**config.mk**
```make
export PLATFORM = sky130hd
export DESIGN_NAME = pingpong_transposer_flat
export DESIGN_NICKNAME = d
export VERILOG_FILES = /design/src/rtl/pingpong_transposer_pkg.sv /design/src/rtl/pingpong_transposer_if.sv /design/src/rtl/pingpong_transposer_bank.sv /design/src/rtl/pingpong_transposer.sv /design/src/flat_wrapper.sv
export SDC_FILE = /design/constraint.sdc
export NUM_CORES = 1
export LEC_CHECK = 0
export CORE_MARGIN = 10
export CORE_UTILIZATION = 25
export CTS_BUF_LIST = sky130_fd_sc_hd__clkbuf_8
export CTS_CLUSTER_DIAMETER = 100
export DETAILED_ROUTE_END_ITERATION = 8
export GPL_ROUTABILITY_DRIVEN = 0
export PLACE_DENSITY = 0.36
export SLEW_MARGIN = 20
export SYNTH_ARGS = -nofsm -noshare
export SYNTH_HDL_FRONTEND = slang
export SYNTH_HIERARCHICAL = 1
export SYNTH_SLANG_ARGS = --single-unit
```
**constraint.sdc**
```tcl
create_clock -name clk -period 7.06 [get_ports clk]
set_input_delay 1.059 -clock clk [delete_from_list [all_inputs] [get_ports clk]]
set_output_delay 1.059 -clock clk [all_outputs]
set_load 0.005 [all_outputs]
```
**src/rtl/pingpong_transposer_pkg.sv**
```systemverilog
// Shared types and constants for the ping-pong block transposer.
package systolic_pkg;

  localparam int unsigned ELEM_W = 16;
  localparam int unsigned N      = 4;
  localparam int unsigned IDX_W  = $clog2(N);

  typedef logic [ELEM_W-1:0] elem_t;
  typedef elem_t [N-1:0]     row_t;
  typedef logic [IDX_W-1:0]  idx_t;

  typedef enum logic {
    DIR_UP   = 1'b0,
    DIR_DOWN = 1'b1
  } dir_e;

  localparam idx_t IDX_LAST = idx_t'(N - 1);

endpackage

```
**src/rtl/pingpong_transposer_if.sv**
```systemverilog
// Row-in / column-out valid-ready streams of the transposer.
interface pingpong_transposer_if;
  import systolic_pkg::*;

  logic in_valid;
  logic in_ready;
  row_t in_data;
  logic out_valid;
  logic out_ready;
  row_t out_data;

  modport master (
    output in_valid, in_data, out_ready,
    input  in_ready, out_valid, out_data
  );

  modport slave (
    input  in_valid, in_data, out_ready,
    output in_ready, out_valid, out_data
  );

endinterface

```
**src/rtl/pingpong_transposer_bank.sv**
```systemverilog
// One NxN transpose bank: row write port, combinational column read, full/dir flags.
module transpose_bank
  import systolic_pkg::*;
(
  input  logic clk,
  input  logic rst_n,
  input  logic clear,
  input  logic wr_en,
  input  idx_t wr_row,
  input  row_t wr_data,
  input  logic set_full,
  input  dir_e dir,
  input  logic clr_full,
  input  idx_t rd_col,
  input  logic rd_rev,
  output row_t rd_data,
  output logic full,
  output dir_e dir_q
);

  row_t mem [N];
  logic full_q;

  // Storage needs no reset: it is only read while the bank is marked full.
  always_ff @(posedge clk) begin
    if (wr_en) begin
      mem[wr_row] <= wr_data;
    end
  end

  always_ff @(posedge clk or negedge rst_n) begin
    if (!rst_n) begin
      full_q <= 1'b0;
      dir_q  <= DIR_UP;
    end else if (clear) begin
      full_q <= 1'b0;
    end else if (set_full) begin
      full_q <= 1'b1;
      dir_q  <= dir;
    end else if (clr_full) begin
      full_q <= 1'b0;
    end
  end

  always_comb begin
    rd_data = '0;
    for (int j = 0; j < N; j++) begin
      rd_data[j] = mem[rd_rev ? idx_t'(N - 1 - j) : idx_t'(j)][rd_col];
    end
  end

  assign full = full_q;

endmodule

```
**src/rtl/pingpong_transposer.sv**
```systemverilog
// Ping-pong 4x4 transposer: one bank fills with rows while the other drains columns.
module pingpong_transposer
  import systolic_pkg::*;
(
  input  logic clk,
  input  logic rst_n,
  input  logic clear,
  input  logic dir,
  output logic rd_bank,
  output logic busy,
  pingpong_transposer_if.slave bus
);

  logic wr_bank_q, wr_bank_d;
  logic rd_bank_q, rd_bank_d;
  idx_t wr_row_q, wr_row_d;
  idx_t rd_col_q, rd_col_d;
  row_t out_data_q, out_data_d;

  logic accept, wr_last, col_done, rd_last, swap, rd_full_nxt;
  logic [1:0] full, wr_en, set_full, clr_full, rd_rev;
  dir_e bank_dir [2];
  row_t bank_col [2];
  dir_e dir_in;

  assign dir_in = dir_e'(dir);

  for (genvar b = 0; b < 2; b++) begin : g_bank
    transpose_bank u_bank (
      .clk      (clk),
      .rst_n    (rst_n),
      .clear    (clear),
      .wr_en    (wr_en[b]),
      .wr_row   (wr_row_q),
      .wr_data  (bus.in_data),
      .set_full (set_full[b]),
      .dir      (dir_in),
      .clr_full (clr_full[b]),
      .rd_col   (rd_col_d),
      .rd_rev   (rd_rev[b]),
      .rd_data  (bank_col[b]),
      .full     (full[b]),
      .dir_q    (bank_dir[b])
    );
  end

  assign bus.in_ready  = !full[wr_bank_q];
  assign bus.out_valid = full[rd_bank_q];
  assign bus.out_data  = out_data_q;
  assign rd_bank       = rd_bank_q;
  assign busy          = (|full) || (wr_row_q != '0);

  always_comb begin
    accept   = bus.in_valid && bus.in_ready;
    wr_last  = accept && (wr_row_q == IDX_LAST);
    col_done = bus.out_valid && bus.out_ready;
    rd_last  = col_done && (rd_col_q == IDX_LAST);
    // Swap on the edge that fills the write bank, so streaming never stalls in_ready.
    swap     = (full[wr_bank_q] || wr_last) && (!full[rd_bank_q] || rd_last);

    wr_row_d    = accept ? ((wr_row_q == IDX_LAST) ? '0 : wr_row_q + 1'b1) : wr_row_q;
    rd_col_d    = col_done ? ((rd_col_q == IDX_LAST) ? '0 : rd_col_q + 1'b1) : rd_col_q;
    wr_bank_d   = wr_bank_q ^ swap;
    rd_bank_d   = rd_bank_q ^ swap;
    rd_full_nxt = swap || (full[rd_bank_q] && !rd_last);

    for (int b = 0; b < 2; b++) begin
      wr_en[b]    = accept && (wr_bank_q == 1'(b));
      set_full[b] = wr_last && (wr_bank_q == 1'(b));
      clr_full[b] = rd_last && (rd_bank_q == 1'(b));
      // A bank latching its dir this edge is read with the incoming dir.
      rd_rev[b]   = set_full[b] ? (dir_in == DIR_UP) : (bank_dir[b] == DIR_UP);
    end

    if (clear) begin
      wr_row_d  = '0;
      rd_col_d  = '0;
      wr_bank_d = 1'b0;
      rd_bank_d = 1'b1;
    end
  end

  always_comb begin
    out_data_d = '0;
    if (rd_full_nxt && !clear) begin
      out_data_d = bank_col[rd_bank_d];
      // Last row is still on in_data when the freshly filled bank starts draining.
      if (swap && wr_last) begin
        out_data_d[(dir_in == DIR_UP) ? idx_t'(0) : IDX_LAST] = bus.in_data[rd_col_d];
      end
    end
  end

  always_ff @(posedge clk or negedge rst_n) begin
    if (!rst_n) begin
      wr_bank_q  <= 1'b0;
      rd_bank_q  <= 1'b1;
      wr_row_q   <= '0;
      rd_col_q   <= '0;
      out_data_q <= '0;
    end else begin
      wr_bank_q  <= wr_bank_d;
      rd_bank_q  <= rd_bank_d;
      wr_row_q   <= wr_row_d;
      rd_col_q   <= rd_col_d;
      out_data_q <= out_data_d;
    end
  end

endmodule

```
**src/flat_wrapper.sv**
```systemverilog
// flat-port wrapper written by rule: the top's interface ports become plain ports
module pingpong_transposer_flat import systolic_pkg::*;
  (clk, rst_n, clear, dir, rd_bank, busy, bus_in_valid, bus_in_data, bus_out_ready, bus_in_ready, bus_out_valid, bus_out_data);
  pingpong_transposer_if bus_i ();
  input  logic clk;
  input  logic rst_n;
  input  logic clear;
  input  logic dir;
  output logic rd_bank;
  output logic busy;
  input wire logic [$bits(bus_i.in_valid)-1:0] bus_in_valid;
  input wire logic [$bits(bus_i.in_data)-1:0] bus_in_data;
  input wire logic [$bits(bus_i.out_ready)-1:0] bus_out_ready;
  output wire logic [$bits(bus_i.in_ready)-1:0] bus_in_ready;
  output wire logic [$bits(bus_i.out_valid)-1:0] bus_out_valid;
  output wire logic [$bits(bus_i.out_data)-1:0] bus_out_data;
  assign bus_i.in_valid = bus_in_valid;
  assign bus_i.in_data = bus_in_data;
  assign bus_i.out_ready = bus_out_ready;
  assign bus_in_ready = bus_i.in_ready;
  assign bus_out_valid = bus_i.out_valid;
  assign bus_out_data = bus_i.out_data;
  pingpong_transposer u_core (.clk(clk), .rst_n(rst_n), .clear(clear), .dir(dir), .rd_bank(rd_bank), .busy(busy), .bus(bus_i));
endmodule
```
==> metrics.txt <==
Slew Limit Fails 0; pre-CTS setup slack 2060 ps; Placement Rows 120; max_cap viols 0; VDD IR max 0.2077 mV; drt pass-1 iters 4; starting density of the core 25.31%; sequential element share of the synthesized area 63.31%; worst slew pin tran 1055 ps; first-pass GRT wire length 117.1 mm; Yosys reg bits 586; core outline area 0.1075 sq mm; relative slew slack 29.64%; critical-path cell list ha_1 > nand2_1 > nor3b_1 > mux2i_4 > buf_12 > mux4_1 > mux2_2 > mux2i_1 > o32ai_1; Post-Syn Area per Cell 19.98 sq um; synth unique cells 48; CP Max Fanout 128; final net count 1614; WL/cell 26.26 microns; Setup crit end kind flop; clock slew at reported path FFs 60 ps; fin worst setup slack 2777 ps; Area Overhead vs Synth 18.92%; gr ovfl total 0; initial antenna violation count 3; Yosys Warn Count 6; Final Util 30.10%; IO Count 138; DR vias/cell 4.793; Setup Fix Bufs, Post-CTS 0; met2 Use GR 23.03%; Root Buffer clkbuf_8; P_leak 10.51 nW; Mapped Area 0.02721 sq mm; Remaining DRCs 0; pin count of the biggest net entering global routing 129; Max Freq 0.2335 GHz; R2R Path Start u_core/wr_row_q[1]$_DFFE_PN0P_; hold buffers post-CTS 0; layout cells sized above 1 36.00%; crit-path max cell delay 680 ps; maximum clock path buffer count 3; Mapped Nets 1435; top cells by area, synth edfxtp_1 (57%), mux4_2 (20%), dfrtp_1 (6.7%); post-DP HPWL 46.66 mm; Synth area leader edfxtp_1; ys async rst share 12.63%; Synth Instances 1362; outcome complete, no violations; final WL 79.97 mm; H-tree depth 3; Setup Skew 50.58 ps; pwr dens 243.8 mW/mm^2; cts repair resizes 0; most frequent cells in the layout edfxtp_1 (512), mux4_2 (236), clkdlybuf4s50_1 (135); RSZ-0062 raised after global routing false; die width 349.9 microns; Num CTS Buffers 112; period utilization 60.67%; Worst Setup SP u_core/wr_row_q[1]$_DFFE_PN0P_; min cycle time layout 4283 ps; Synth top area share 56.50%; # port buffers 137; Startpoint Class flop; Hold Fails Final Rpt 0; Global Route Usage Sum 13.07%; Worst Setup Path Type reg2reg; DR iter-0 viols 862; fillers 10560; Critical Path RT 7660 ps; final setup fails 0; Register Area 0.01723 sq mm; top_reg_cell synth edfxtp_1; Worst path top cell family by delay multiplexers; TritonCTS clock tree yes; commonest non-fill, non-tap cell in the layout edfxtp_1; EDFF count, synth 512; GR met3 Demand/Resource 2.635%; Sink Count 586; Chip Height 349.9 microns; vias in the first global route 16480; Crit path arrival time 4890 ps; multi-input logic area 0.009389 sq mm; die footprint 0.1224 sq mm; Crit-path slowest cell dfrtp_1; TNS Setup 0 ps; most used routing layer met2; met1 usage 15.94%; Routed Antenna Nets 0; DR vias 14600; Hold Path Class in2async; Worst-Skew Late Latency 760 ps; Bufs and invs on worst path 1
[metrics by stage]
stage / area, sq um / power (W) / hold slack, ps / std cells
CTS: 32340 / 0.008069 / 347.6 / 3042
finish: 32360 / 0.007890 / 396.0 / 3045
detailed placement: 30080 / 0.004608 / 557.1 / 2830
global route: 32360 / 0.008251 / 389.0 / 3044
global placement: 30080 / 0.004601 / 548.7 / 2830
floorplan: 27210 / 0.004364 / 479.9 / 1362
[Yosys cell counts, types with 2 or more instances]
| cell type | count |
|---|---|
| a211oi_1 | 16 |
| a21oi_1 | 4 |
| a31oi_2 | 2 |
| and3_1 | 18 |
| and3b_1 | 3 |
| buf_12 | 2 |
| buf_2 | 42 |
| buf_4 | 2 |
| buf_6 | 21 |
| buf_8 | 4 |
| clkbuf_1 | 30 |
| clkbuf_2 | 2 |
| dfrtp_1 | 73 |
| edfxtp_1 | 512 |
| ha_1 | 3 |
| inv_1 | 6 |
| mux2_2 | 130 |
| mux2i_1 | 34 |
| mux2i_4 | 2 |
| mux4_1 | 14 |
| mux4_2 | 236 |
| mux4_4 | 6 |
| nand2_1 | 42 |
| nand2_2 | 2 |
| nand2b_1 | 4 |
| nand3_1 | 4 |
| nor2_1 | 9 |
| nor2b_1 | 2 |
| nor3b_1 | 5 |
| o211ai_1 | 32 |
| o21ai_0 | 33 |
| o21bai_1 | 3 |
| o22ai_1 | 16 |
| o32ai_1 | 32 |
| xnor2_1 | 3 |
[power breakdown]
group	total (W)	switching, W	internal, W
registers	0.00391	0.0000382	0.00387
logic	0.000609	0.000320	0.000289
clock network	0.00337	0.00152	0.00185
[layout make-up]
class,count,area share [%]
inverters,7,0.1044
diodes,3,0.02320
clock buffers,126,5.359
clock inverters,86,1.643
multi-input cells,665,29.02
repair buffers,169,5.189
flip-flops and latches,586,53.24
well taps,1403,5.425
[worst reg2reg max path: stages, from the launching register on]
cell and delay [ps]:
dfrtp_1 680, ha_1 280, nand2_1 200, nor3b_1 570
mux2i_4 340, buf_12 610, mux4_1 890, mux2_2 270
mux2i_1 160, o32ai_1 110
[registers in the layout, summed over array words and instances, names as in the netlist]
register,cells
u_core/bus.out_data,64
u_core/g_bank.u_bank/full,2
u_core/wr_bank_q,1
u_core/g_bank.u_bank/mem,512
u_core/wr_row_q,2
u_core/rd_col_q,2
u_core/g_bank.u_bank/dir_q,2
u_core/rd_bank,1
[layer usage]
| layer | part of all wire, % | vias up |
|---|---|---|
| li1 | - | 6239 |
| met3 | 3.9 | 143 |
| met4 | 2.9 | 4 |
| met2 | 51 | 302 |
| met5 | 0.034 | - |
| met1 | 42 | 7907 |
[cells by family (layout without fill, tap and decap cells)]
kind of cell	after synthesis	after routing	synth area share, %
AO/OA/AOI/OAI	142	142	3.734
XOR/XNOR	4	4	0.1978
adder cells (fa/ha/maj)	3	3	0.1380
buffers and inverters	111	388	2.635
flip-flops	586	586	63.31
multiplexers	423	423	28.28
other	0	3	0
AND/OR/NAND/NOR	93	93	1.701
[path summary, 6_finish.rpt]
check	endpoint	slack (ps)	cells after the start
min in group clk	u_core/g_bank[1].u_bank/dir_q$_DFFE_PN0P_	570	1
worst max-delay path	u_core/bus.out_data[57]$_DFF_PN0_	2780	9
worst min register to register	u_core/g_bank[1].u_bank/dir_q$_DFFE_PN0P_	570	1
max in group asynchronous	u_core/bus.out_data[8]$_DFF_PN0_	5360	2
worst min-delay path	u_core/bus.out_data[23]$_DFF_PN0_	400	1
worst max register to register	u_core/bus.out_data[57]$_DFF_PN0_	2780	9
Note: power is estimated with default switching activity, not from simulation.
